--- src/rtl/cnt_capture_ext_pkg.sv ---
// Shared definitions for the ripple-count capture block: count width,
// snapshot FSM states and the wrap comparison.
package cnt_capture_ext_pkg;

  localparam int CNT_W = 3;

  typedef enum logic {
    IDLE = 1'b0,
    HOLD = 1'b1
  } snap_state_t;

  // A ripple up-counter only ever moves forward, so a lower accepted value means it wrapped.
  function automatic logic is_wrap(input logic [CNT_W-1:0] new_val,
                                   input logic [CNT_W-1:0] old_val);
    return new_val < old_val;
  endfunction

endpackage

--- src/rtl/cnt_capture_ext_if.sv ---
// Snapshot handshake bundle: the reader drives req/ready, the capture block
// returns valid plus the {ext, acc} snapshot.
interface cnt_capture_ext_if #(parameter int EXT_W = 8);
  import cnt_capture_ext_pkg::*;

  localparam int TOT_W = EXT_W + CNT_W;

  logic             snap_req;
  logic             snap_ready;
  logic             snap_valid;
  logic [TOT_W-1:0] snap_data;

  modport master (output snap_req, snap_ready, input snap_valid, snap_data);
  modport slave  (input snap_req, snap_ready, output snap_valid, snap_data);

endinterface

--- src/rtl/cnt_capture_ext_stab_filter.sv ---
// Settling filter for the raw ripple count: a value must match at two
// consecutive edges before it replaces the accepted count.
module cnt_stab_filter
  import cnt_capture_ext_pkg::*;
(
  input  logic             clk,
  input  logic             rst,
  input  logic [CNT_W-1:0] cnt_in,
  output logic [CNT_W-1:0] acc,
  output logic             accept,
  output logic             wrap_det
);

  logic [CNT_W-1:0] s1;
  logic [CNT_W-1:0] s2;

  // Strobes are valid in the cycle before the edge that loads the new value.
  always_comb begin
    accept   = (s1 == s2) && (s1 != acc);
    wrap_det = accept && is_wrap(s1, acc);
  end

  always_ff @(posedge clk or negedge rst) begin
    if (!rst) begin
      s1  <= '0;
      s2  <= '0;
      acc <= '0;
    end else begin
      s1 <= cnt_in;
      s2 <= s1;
      if (accept) begin
        acc <= s1;
      end
    end
  end

endmodule

--- src/rtl/cnt_capture_ext.sv ---
// Extends the filtered 3-bit ripple count with a wrap counter, flags overflow
// and hands out atomic {ext, acc} snapshots over a valid/ready handshake.
module cnt_capture_ext
  import cnt_capture_ext_pkg::*;
#(
  parameter int EXT_W = 8
) (
  input  logic                    clk,
  input  logic                    rst,
  input  logic [CNT_W-1:0]        cnt_in,
  input  logic                    clr,
  cnt_capture_ext_if.slave        snap,
  output logic [CNT_W-1:0]        cnt_stable,
  output logic                    wrap,
  output logic                    ovf
);

  localparam int TOT_W = EXT_W + CNT_W;

  logic [CNT_W-1:0] acc;
  logic             accept;
  logic             wrap_det;
  logic             wrap_hit;
  logic [EXT_W-1:0] ext;
  logic [TOT_W-1:0] data_q;
  snap_state_t      state_q;
  snap_state_t      state_d;
  logic             capture;
  logic             valid;

  cnt_stab_filter u_filter (
    .clk      (clk),
    .rst      (rst),
    .cnt_in   (cnt_in),
    .acc      (acc),
    .accept   (accept),
    .wrap_det (wrap_det)
  );

  assign wrap_hit   = accept && wrap_det;
  assign cnt_stable = acc;

  // clr has priority over a coincident wrap; the wrap pulse still fires.
  always_ff @(posedge clk or negedge rst) begin
    if (!rst) begin
      ext  <= '0;
      ovf  <= 1'b0;
      wrap <= 1'b0;
    end else begin
      wrap <= wrap_hit;
      if (clr) begin
        ext <= '0;
        ovf <= 1'b0;
      end else if (wrap_hit) begin
        ext <= ext + 1'b1;
        if (&ext) begin
          ovf <= 1'b1;
        end
      end
    end
  end

  always_comb begin
    state_d = state_q;
    capture = 1'b0;
    valid   = 1'b0;
    case (state_q)
      IDLE: begin
        if (snap.snap_req) begin
          capture = 1'b1;
          state_d = HOLD;
        end
      end
      HOLD: begin
        valid = 1'b1;
        if (snap.snap_ready) begin
          state_d = IDLE;
        end
      end
      default: state_d = IDLE;
    endcase
  end

  // Capture uses the pre-update ext/acc so a snapshot never mixes two counts.
  always_ff @(posedge clk or negedge rst) begin
    if (!rst) begin
      state_q <= IDLE;
      data_q  <= '0;
    end else begin
      state_q <= state_d;
      if (capture) begin
        data_q <= {ext, acc};
      end
    end
  end

  assign snap.snap_valid = valid;
  assign snap.snap_data  = data_q;

endmodule

--- src/flat_wrapper.sv ---
// flat-port wrapper written by rule: the top's interface ports become plain ports
module cnt_capture_ext_flat import cnt_capture_ext_pkg::*;
#(
  parameter int EXT_W = 8
)
  (clk, rst, cnt_in, clr, cnt_stable, wrap, ovf, snap_snap_req, snap_snap_ready, snap_snap_valid, snap_snap_data);
  cnt_capture_ext_if #(.EXT_W(EXT_W)) snap_i ();
  input  logic clk;
  input  logic rst;
  input  logic [CNT_W-1:0] cnt_in;
  input  logic clr;
  output logic [CNT_W-1:0] cnt_stable;
  output logic wrap;
  output logic ovf;
  input wire logic [$bits(snap_i.snap_req)-1:0] snap_snap_req;
  input wire logic [$bits(snap_i.snap_ready)-1:0] snap_snap_ready;
  output wire logic [$bits(snap_i.snap_valid)-1:0] snap_snap_valid;
  output wire logic [$bits(snap_i.snap_data)-1:0] snap_snap_data;
  assign snap_i.snap_req = snap_snap_req;
  assign snap_i.snap_ready = snap_snap_ready;
  assign snap_snap_valid = snap_i.snap_valid;
  assign snap_snap_data = snap_i.snap_data;
  cnt_capture_ext #(.EXT_W(EXT_W)) u_core (.clk(clk), .rst(rst), .cnt_in(cnt_in), .clr(clr), .snap(snap_i), .cnt_stable(cnt_stable), .wrap(wrap), .ovf(ovf));
endmodule
--- config.mk ---
export PLATFORM = sky130hd
export DESIGN_NAME = cnt_capture_ext_flat
export DESIGN_NICKNAME = d
export VERILOG_FILES = /design/src/rtl/cnt_capture_ext_pkg.sv /design/src/rtl/cnt_capture_ext_if.sv /design/src/rtl/cnt_capture_ext_stab_filter.sv /design/src/rtl/cnt_capture_ext.sv /design/src/flat_wrapper.sv
export SDC_FILE = /design/constraint.sdc
export NUM_CORES = 1
export LEC_CHECK = 0
export ABC_AREA = 1
export CORE_MARGIN = 2
export CORE_UTILIZATION = 55
export CTS_CLUSTER_SIZE = 12
export DETAILED_ROUTE_END_ITERATION = 7
export PLACE_DENSITY = 0.88
export SLEW_MARGIN = 10
export SYNTH_ARGS = -nofsm -noshare
export SYNTH_HDL_FRONTEND = slang
export SYNTH_HIERARCHICAL = 1
export SYNTH_SLANG_ARGS = --single-unit
--- constraint.sdc ---
create_clock -name clk -period 6.1 [get_ports clk]
set_clock_uncertainty 0.2 [all_clocks]
set_input_delay 1.525 -clock clk [delete_from_list [all_inputs] [get_ports clk]]
set_output_delay 1.525 -clock clk [all_outputs]
set_load 0.03 [all_outputs]
==> Word-level counts from Yosys, hierarchy flattened <==
Cells that the tools add are included.
{ "word_totals": {"input_bits": 8, "ff_bits": 31, "out_inout_bits": 17, "latchBits": 0, "wordCells": 30, "rom_bits": 0, "n_memories": 0, "ramBits": 0} }
{ "classes": {"n_addsub": 1, "eq_ne": 2, "div_mod_pow": 0, "mux": 10, "shift": 0, "reduce_logical": 7, "n_mul": 0, "n_bitwise": 1, "magnitude_cmp": 1} }
{ "op_table": {"columns": ["op", "n"], "rows": [
  ["$mux 8", 2],
  ["$add 8x1->8 const B", 1],
  ["$reduce_and 8->1", 1],
  ["$mux 1", 7],
  ["$reduce_bool 2->1", 2],
  ["$eq 3x3->1", 1],
  ["$logic_and 1x1->1", 3],
  ["$lt 3x3->1", 1],
  ["$ne 3x3->1", 1],
  ["$pmux 1 s2", 1],
  ["$reduce_and 2->1", 1],
  ["$not 1->1", 1]
]} }

==> Longest topological paths before layout <==
Gate-level depths: netlist (run 1).
{ "logic_depth": {"depth_word": 6, "ltp_mapped": 14, "ltp_nobuf": 14} }

==> Cells and area by module <==
The synthesis (run 1) kept the hierarchy.
{ "by_module_without_submodules": {"columns": ["module", "seq_area_each_um2", "instances", "cells_per_inst", "area_per_inst_um2"], "rows": [
  ["cnt_capture_ext", 550.5, 1, 95, 949.7],
  ["cnt_stab_filter", 225.2, 1, 48, 431.7]
]} }

==> Worst setup path before layout (run 1) <==
No wires, ideal clock.
{ "synth_timing": {"kind": "input-to-reg", "startpoint": "input port snap_snap_req", "endpoint": "register u_core.data_q[0], in the netlist u_core/snap.snap_data[0]", "stages": 2, "t_arrival_ps": 1969, "n_path_buf": 0, "required_ps": 5772, "setup_time_ps": 128, "path_slack_ps": 3803, "cell_sequence": "nand2_2 > mux2_1"} }
{ "synth_between": {"elab_chain_len": 2} }
{ "synth_lines": {"columns": ["item", "line_no", "rtl"], "rows": [
  ["start: declaration", "flat_wrapper.sv:15", "input wire logic [$bits(snap_i.snap_req)-1:0] snap_snap_req;"],
  ["$mux 1", "cnt_capture_ext.sv:69", "if (snap.snap_req) begin"],
  ["$mux 1", "cnt_capture_ext.sv:67", "case (state_q)"],
  ["end signal: assignment", "cnt_capture_ext.sv:92", "data_q <= {ext, acc};"],
  ["end: declaration", "cnt_capture_ext.sv:25", "logic [TOT_W-1:0] data_q;"]
]} }
No other way between the ends.
A chain may end at the register's enable or synchronous reset.

==> Worst setup path in the final report (run 1) <==
{ "layout_timing": {"startpoint": "register u_core.u_filter.acc[0]", "endpoint": "output port cnt_stable[0]"} }
{ "layout_lines": {"columns": ["item", "line_no", "rtl"], "rows": [
  ["start: declaration", "cnt_capture_ext_stab_filter.sv:9", "output logic [CNT_W-1:0] acc,"],
  ["start signal: assignment", "cnt_capture_ext_stab_filter.sv:27", "acc <= '0;"],
  ["start signal: assignment", "cnt_capture_ext_stab_filter.sv:32", "acc <= s1;"],
  ["end: declaration", "flat_wrapper.sv:12", "output logic [CNT_W-1:0] cnt_stable;"]
]} }
No word-level cell between the ends.

==> results.py, run 1 <==
metrics = {
    "outcome": {
        "status": "complete, no violations",
    },
    "placement": {
        "dp_hpwl_mm": 1.962,
        "gp_congestion": 0.7602,
        "io_buffers": 24,
    },
    "logic_synthesis": {
        "syn_nets": 155,
        "synth-seq-area-share": 0.5616,
        "yosysMostFrequentCell": "dfrtp_1",
        "synth.distinct_cells": 20,
        "syn_area_um2": 1381,
        "synth_area_leaders": "dfrtp_1 (56%), nand2_1 (7.6%), inv_1 (5.7%)",
        "synth_top_area_frac": 0.5616,
        "yosys.area.top_type": "dfrtp_1",
        "synth_commonest_cells": "dfrtp_1 (31), nand2_1 (28), inv_1 (21)",
        "synthArstFlopShare": 1.000,
        "syn_avg_cell_area_um2": 9.660,
        "postSynthCellCount": 143,
        "ys_warn_count": 6,
        "synth-seq-cells": 31,
        "synth_ff_type": "dfrtp_1",
        "synth_edf_count": 0,
    },
    "timing": {
        "hold-worst-slack_ns": 0.2664,
        "setup_viol": 0,
        "slew_viol_final": 0,
        "slew_headroom": 0.7403,
        "finalHoldViolations": 0,
        "min_period_ns": 3.167,
        "fin_crit_sh": 0.5191,
        "grt_setup_unrepaired": "no",
        "fin_tns_setup_ns": 0,
        "worstMarginPinSlew_ns": 0.3895,
        "timing.fmax_mhz": 315.8,
    },
    "clocking": {
        "cts-resized-gates": 0,
        "clockBufferDepth": 2,
        "cts_buffers": 5,
        "cts_setup_buffers": 0,
        "cts-root-buf": "clkbuf_4",
        "cts.reportedPaths.clkPinSlew_ns": 0.10,
        "postCtsHoldBufs": 0,
        "cts_tree": "built",
        "clkSinkCount": 31,
        "cts.htree.levels": 2,
        "insertion_delay_ns": 0.34,
    },
    "setup_path": {
        "critPathMaxStageDelay_ns": 0.70,
        "critPathMaxFanout": 4,
        "reg2reg_slack_ns": 3.87,
        "crit_family": "buffers and inverters",
        "critPathBufInv": 1,
        "startpoint_type": "flop",
        "arrival_ns": 1.44,
        "end_kind": "primary output",
        "required_ns": 4.38,
        "crit_chain": "clkdlybuf4s50_1",
        "worstSetupPathType": "flop to primary output",
        "slowest_stage": "clkdlybuf4s50_1",
    },
    "global_routing": {
        "grt_pass1_vias": 1002,
        "grt_usage": 0.2180,
        "met2_usage": 0.3496,
        "use_met1": 0.2550,
        "grt_overflow": 0,
        "grt_first_pass_wirelength_mm": 4.291,
        "antenna_found_initial": 0,
        "busiest_layer": "met2",
        "grt_max_degree": 32,
        "grt_util_met3": 0.06944,
    },
    "flow_run": {
        "drv_cap": 0,
    },
    "routing": {
        "vias": 1052,
        "detail-route-antenna-nets": 0,
        "routed_wl_mm": 2.687,
        "drc_errors": 0,
        "wl_per_cell_um": 13.24,
        "post_drt_via_cell_ratio": 5.182,
        "drt-pass1-iter-count": 4,
        "drt_iter0_markers": 24,
    },
    "layout": {
        "n_fill_cell": 185,
        "drive_above_1_share": 0.1387,
        "area_growth_pct": 23.64,
        "antenna_cells": 0,
        "nets": 185,
    },
    "floorplanning": {
        "start_util": 0.5679,
        "core_area_um2": 2432,
        "num_io_pins": 25,
        "dieArea_um2": 2928,
        "die_y_um": 54.12,
        "die_w_um": 54.12,
        "row_count": 18,
    },
    "power_and_ir_drop": {
        "p_per_area_nw_per_um2": 294.1,
        "ir_drop_mv": 0.2242,
        "p_leak_nw": 0.8493,
    },
    "hold_path": {
        "hold_class": "flop to flop",
    },
}
==> per-stage QoR <==
step | util | setup slack, ns | power [mW] | cells | instance area [µm²]
after CTS | 0.7022 | 2.932 | 0.5062 | 203 | 1708
after detailed placement | 0.6790 | 3.148 | 0.3882 | 196 | 1652
after global placement | 0.6790 | 3.215 | 0.3816 | 196 | 1652
after global routing | 0.7022 | 2.892 | 0.5307 | 203 | 1708
final | 0.7022 | 2.933 | 0.5022 | 203 | 1708
after floorplan | - | 3.803 | 0.3278 | 143 | 1381
==> layout make-up <==
cell class / count / area, µm² / share of cell area
clock buffers: 6 / 51.30 / 0.03004
clock inverters: 1 / 5.005 / 0.002930
inverters: 25 / 93.84 / 0.05494
multi-input cells: 85 / 496.7 / 0.2908
flip-flops and latches: 31 / 775.7 / 0.4542
well taps: 30 / 37.54 / 0.02198
repair buffers: 25 / 247.7 / 0.1451
==> cells in the final DEF (no fill, tap or decap), drive strengths merged <==
cell and instances:
a211oi 1, a21oi 6, a31oi 1, buf 1
clkbuf 6, clkdlybuf4s50 24, clkinv 2, dfrtp 31
ha 4, inv 24, mux2 6, nand2 36
nand3 6, nand4 2, nor2 12, o21ai 11
==> worst paths after layout <==
path | startpoint | to | cells past startpoint
max reg2reg | u_core/u_filter/acc[1] | u_core/ext[6] | 14
max | u_core/u_filter/acc[0] | cnt_stable[0] | 1
min | u_core/u_filter/s1[2] | u_core/u_filter/s2[2] | 0
max in group asynchronous | rst | u_core/ext[6] | 2
min reg2reg | u_core/u_filter/s1[2] | u_core/u_filter/s2[2] | 0
min in group asynchronous | rst | u_core/u_filter/s1[2] | 2
==> power by group <==
group | internal, mW | switching, mW
clock network | 0.0532 | 0.0661
logic | 0.0576 | 0.0831
registers | 0.227 | 0.0156
==> sequential cells by signal (all words and copies together) (netlist names) <==
signal / flops
u_core/u_filter/s1: 3
u_core/u_filter/s2: 3
u_core/ext: 8
u_core/snap.snap_data: 11
u_core/wrap: 1
u_core/state_q: 1
u_core/ovf: 1
u_core/u_filter/acc: 3
==> per-layer routing <==
layer / up-vias / routed length [µm]
met5: - / 0
met1: 490 / 1145
met2: 44 / 1291
met3: 7 / 198
li1: 511 / -
met4: 0 / 53
==> cell families after synthesis <==
logic type,Yosys count,synth area share
compound gates,19,0.07156
flops,31,0.5616
buf+inv,27,0.07880
fa+ha+maj,4,0.03623
simple gates,56,0.2029
mux,6,0.04891
Power figures use the tool's default switching activity.
==> run 2, diff against run 1 <==
CORE_UTILIZATION = 51   (was 55)
PLACE_DENSITY = 0.83   (was 0.88)
clock period = 3.1 ns   (was 6.1 ns; I/O delays follow)
==> run 2 against run 1 <==
  * Clock power rose by 96%
  * Setup slack got worse by 2.2 ns
  * Die area increased by 7.3%
  * Highest routed layer unchanged
  * Global-route usage is 3.6 points lower
  * Final area unchanged
  * Sequential share of layout area is the same
  * Non-clock buffer count stayed put
==> results.py, run 2 (synthesis gave the netlist of run 1 again) <==
metrics = {
    "outcome": {
        "status": "complete, no violations",
    },
    "routing": {
        "wl_per_cell_um": 13.27,
        "drt-pass1-iter-count": 4,
        "vias": 1042,
        "post_drt_via_cell_ratio": 5.133,
        "routed_wl_mm": 2.694,
        "detail-route-antenna-nets": 0,
        "drc_errors": 0,
        "drt_iter0_markers": 31,
    },
    "timing": {
        "worstMarginPinSlew_ns": 0.3882,
        "timing.fmax_mhz": 415.0,
        "slew_viol_final": 0,
        "fin_crit_sh": 0.7772,
        "finalHoldViolations": 0,
        "min_period_ns": 2.409,
        "slew_headroom": 0.7412,
        "fin_tns_setup_ns": 0,
        "setup_viol": 0,
        "grt_setup_unrepaired": "no",
    },
    "floorplanning": {
        "dieArea_um2": 3141,
        "die_y_um": 56.05,
        "row_count": 18,
        "die_w_um": 56.05,
        "num_io_pins": 25,
        "start_util": 0.5476,
        "core_area_um2": 2522,
    },
    "setup_path": {
        "critPathBufInv": 1,
        "crit_chain": "clkdlybuf4s50_1",
        "critPathMaxFanout": 4,
        "reg2reg_slack_ns": 0.83,
        "required_ns": 2.12,
        "arrival_ns": 1.43,
        "end_kind": "primary output",
        "r2r-end": "u_core/ext[6]",
        "worstSetupPathType": "flop to primary output",
        "critPathMaxStageDelay_ns": 0.69,
        "startpoint_type": "flop",
        "slowest_stage": "clkdlybuf4s50_1",
        "r2r_start": "u_core/u_filter/acc[2]",
        "reg2reg_depth": 14,
        "crit_family": "buffers and inverters",
    },
    "global_routing": {
        "grt_max_degree": 32,
        "grt_overflow": 0,
        "grt_first_pass_wirelength_mm": 4.402,
        "grt_usage": 0.1823,
        "grt_pass1_vias": 1030,
        "antenna_found_initial": 0,
    },
    "power_and_ir_drop": {
        "ir_drop_mv": 0.5004,
        "p_per_area_nw_per_um2": 581.0,
        "p_leak_nw": 0.8493,
        "power.total_mw": 0.9924,
    },
    "hold_path": {
        "hold_path_end": "u_core/u_filter/s2[0]",
        "hold_path_depth": 0,
        "worstHoldStart": "u_core/u_filter/s1[0]",
        "hold_class": "flop to flop",
    },
    "clocking": {
        "clockBufferDepth": 2,
        "cts-resized-gates": 0,
        "cts_setup_buffers": 0,
        "clkSinkCount": 31,
        "postCtsHoldBufs": 0,
        "cts.htree.levels": 2,
        "cts_buffers": 5,
        "cts_tree": "built",
        "cts-root-buf": "clkbuf_4",
        "cts.reportedPaths.clkPinSlew_ns": 0.09,
        "insertion_delay_ns": 0.32,
    },
    "placement": {
        "dp_hpwl_mm": 1.954,
        "io_buffers": 24,
        "gp_congestion": 0.7537,
    },
    "layout": {
        "antenna_cells": 0,
        "mostFrequentLayoutCell": "dfrtp_1",
        "postLayoutCoreUtil": 0.6771,
        "area_growth_pct": 23.64,
        "largest_reg_flops": 11,
        "drive_above_1_share": 0.1387,
        "mostFrequentLayoutCells": "dfrtp_1 (31), nand2_1 (28), clkdlybuf4s50_1 (24)",
        "nets": 185,
    },
    "flow_run": {
        "drv_cap": 0,
    },
}
-- run 2: routing by layer --
layer / vias to the layer above / GRT usage / routed length [µm] / share of wire
li1: 511 / - / - / -
met1: 492 / 0.2267 / 1238 / 0.46
met2: 35 / 0.2857 / 1285 / 0.48
met3: 4 / 0.06977 / 144 / 0.053
met4: 0 / 0.07143 / 26 / 0.0097
met5: - / 0 / 0 / 0
-- run 2: how the worst max path moves through the flow --
stage / start / cells past startpoint / endpoint
2_1_floorplan: u_core/u_filter/acc[2] / 14 / u_core/ext[6]
3_3_place_gp: u_core/u_filter/acc[2] / 14 / u_core/ext[6]
3_5_place_dp: u_core/u_filter/acc[2] / 14 / u_core/ext[6]
4_1_cts: u_core/u_filter/acc[2] / 1 / cnt_stable[2]
5_1_grt: u_core/u_filter/acc[2] / 1 / cnt_stable[2]
6_report: u_core/u_filter/acc[2] / 1 / cnt_stable[2]
-- run 2: layout make-up --
class	instances	area, µm²
Multi-Input combinational cell	85	496.7
Tap cell	30	37.54
Clock buffer	6	51.30
Inverter	25	93.84
Clock inverter	1	5.005
Timing Repair Buffer	25	247.7
Fill cell	193	814.5
Sequential cell	31	775.7
-- run 2: per-stage QoR --
stage               setup slack (ns)  hold slack [ns]  instance area [µm²]  cells
floorplan                     0.9129           0.2124                 1381    143
CTS                           0.6646           0.2607                 1708    203
global route                  0.6286           0.2877                 1708    203
detailed placement            0.8547           0.2351                 1652    196
finish                        0.6906           0.2662                 1708    203
global placement              0.9605           0.2293                 1652    196
-- run 2: power breakdown --
group | internal, mW | switching [mW]
clock network | 0.105 | 0.128
logic | 0.113 | 0.166
registers | 0.446 | 0.0341
==> run 3, diff against run 2 <==
CORE_UTILIZATION = 46   (was 51)
PLACE_DENSITY = 0.79   (was 0.83)
clock period = 2.1 ns   (was 3.1 ns; I/O delays follow)
==> run 3 against run 2 <==
  * The run now ends with DRC left
  * Sequential power grew 47%
  * Die area is 10% higher
  * Power is 61% higher
  * Count of clock-buffer cells in the layout is 2 higher
  * Non-clock buffer count up 10
  * Global-route usage grew 0.11 points
  * Critical endpoint is now u_core/ext[6]
  * Highest routed layer unchanged
==> results.py, run 3 (synthesis gave the netlist of run 1 again) <==
metrics = {
    "outcome": {
        "status": "finished with violations",
        "violations": "DRC",
    },
    "power_and_ir_drop": {
        "p_leak_nw": 1.046,
        "ir_drop_mv": 0.7364,
        "p_per_area_nw_per_um2": 854.0,
        "power.total_mw": 1.600,
    },
    "routing": {
        "detail-route-antenna-nets": 0,
        "wl_met3_um": 179,
        "post_drt_via_cell_ratio": 5.121,
        "drt-met1-wl_mm": 1.303,
        "wl_per_cell_um": 14.16,
        "drt-pass1-iter-count": 6,
        "drc_errors": 2,
        "wl_met2_mm": 1.473,
        "vias": 1101,
        "routed_wl_mm": 3.045,
        "dr.max_layer_used": "met4",
        "drt_iter0_markers": 20,
    },
    "timing": {
        "layout_setup_ws_ns": 0.02855,
        "finalHoldViolations": 0,
        "grt_setup_unrepaired": "yes",
        "timing.fmax_mhz": 482.8,
        "slew_headroom": 0.7414,
        "slew_viol_final": 0,
        "min_period_ns": 2.071,
        "worstMarginPinSlew_ns": 0.3879,
        "fin_tns_setup_ns": 0,
        "hold-worst-slack_ns": 0.2921,
        "fin_crit_sh": 0.9864,
        "setup_viol": 0,
    },
    "placement": {
        "dp.cells": 201,
        "io_buffers": 24,
        "gp_congestion": 0.8641,
        "dp_hpwl_mm": 1.995,
        "post-place-ws_ns": -0.06449,
    },
    "layout": {
        "area_growth_pct": 35.60,
        "largest_reg_flops": 11,
        "instances_no_fill": 215,
        "drive_above_1_share": 0.2500,
        "mostFrequentLayoutCell": "dfrtp_1",
        "mostFrequentLayoutCells": "dfrtp_1 (29), nand2_1 (26), inv_1 (19)",
        "antenna_cells": 0,
        "nets": 195,
    },
    "global_routing": {
        "grt_first_pass_wirelength_mm": 4.581,
        "grt_max_degree": 32,
        "grt_pass1_vias": 1057,
        "grt_overflow": 0,
        "antenna_found_initial": 0,
        "grt_usage": 0.1833,
    },
    "floorplanning": {
        "num_io_pins": 25,
        "die_y_um": 58.80,
        "row_count": 19,
        "start_util": 0.4924,
        "dieArea_um2": 3457,
        "core_area_um2": 2805,
        "die_w_um": 58.80,
    },
    "clocking": {
        "cts_buffers": 5,
        "clockBufferDepth": 2,
        "cts.reportedPaths.clkPinSlew_ns": 0.09,
        "insertion_delay_ns": 0.34,
        "clkSinkCount": 31,
        "postCtsHoldBufs": 0,
        "cts-root-buf": "clkbuf_4",
        "cts.htree.levels": 2,
        "cts_tree": "built",
    },
    "setup_path": {
        "critPathMaxFanout": 4,
        "end_kind": "flop",
        "crit_chain": "inv_2, ha_4, nand2_4, nor2_2, nor2_4, nand2_4, nor2_4, nand2_4, nor2_4, nand2_2, nand2_2, o21ai_1, nand2_1, inv_1",
        "arrival_ns": 2.12,
        "slowest_stage": "dfrtp_2",
        "worstSetupPathType": "flop to flop",
        "required_ns": 2.14,
        "startpoint_type": "flop",
        "critPathMaxStageDelay_ns": 0.44,
    },
    "flow_run": {
        "drv_cap": 0,
    },
    "hold_path": {
        "hold_class": "flop to flop",
    },
}
-- run 3: changes by cell type in the layout (fill, tap and decap cells not counted), sizes merged --
cell,change
clkbuf,+2
dlygate4sd2,+10
dlymetal6s2s,+6
clkdlybuf4s50,-16
buf,+10
clkinv,-1
-- run 3: layer usage --
| metal | track usage | up-vias |
|---|---|---|
| li1 | - | 530 |
| met3 | 0.04615 | 9 |
| met5 | 0 | - |
| met4 | 0.1331 | 0 |
| met1 | 0.2136 | 528 |
| met2 | 0.2921 | 34 |
-- run 3: stage by stage --
step	area [µm²]	utilization
finish	1873	0.6677
floorplan	1386	-
global route	1873	0.6677
CTS	1767	0.6298
global placement	1688	0.6017
detailed placement	1688	0.6017
-- run 3: final cells by class --
type | count | area [µm²]
clock buffers | 8 | 68.82
fillers | 213 | 932.1
inverters | 25 | 93.84
multi-input cells | 85 | 564.3
flip-flops and latches | 31 | 778.2
well taps | 31 | 38.79
repair buffers | 35 | 329.1
-- run 3: repair_timing --
| item | 4_1_cts | 5_1_grt |
|---|---|---|
| resized for setup | 10 | 20 |
| pin swaps | 2 | 7 |
| setup endpoints to repair | 11 | 14 |
| buffers inserted | 3 | 3 |
-- run 3: path summary, 6_finish.rpt --
path	from	endpoint	slack (ns)	depth (start not counted)
max in group asynchronous	rst	u_core/u_filter/acc[1]	1.02	2
min in group asynchronous	rst	u_core/u_filter/s1[0]	0.38	2
max	u_core/u_filter/acc[2]	u_core/ext[6]	0.03	14
min reg2reg	u_core/snap.snap_data[1]	u_core/snap.snap_data[1]	0.29	1
max reg2reg	u_core/u_filter/acc[2]	u_core/ext[6]	0.03	14
min	u_core/snap.snap_data[1]	u_core/snap.snap_data[1]	0.29	1
-- run 3: critical path, delay by kind of cell (launching register included) --
kind            cells  cell delay (ns)
simple gates       10             0.97
flops               1             0.44
fa+ha+maj           1             0.21
buf+inv             2             0.10
compound gates      1             0.07
-- run 3: power breakdown --
part	total (mW)	internal (mW)	switching (mW)
combinational	0.497	0.206	0.291
sequential	0.705	0.661	0.0438
clock	0.398	0.197	0.201
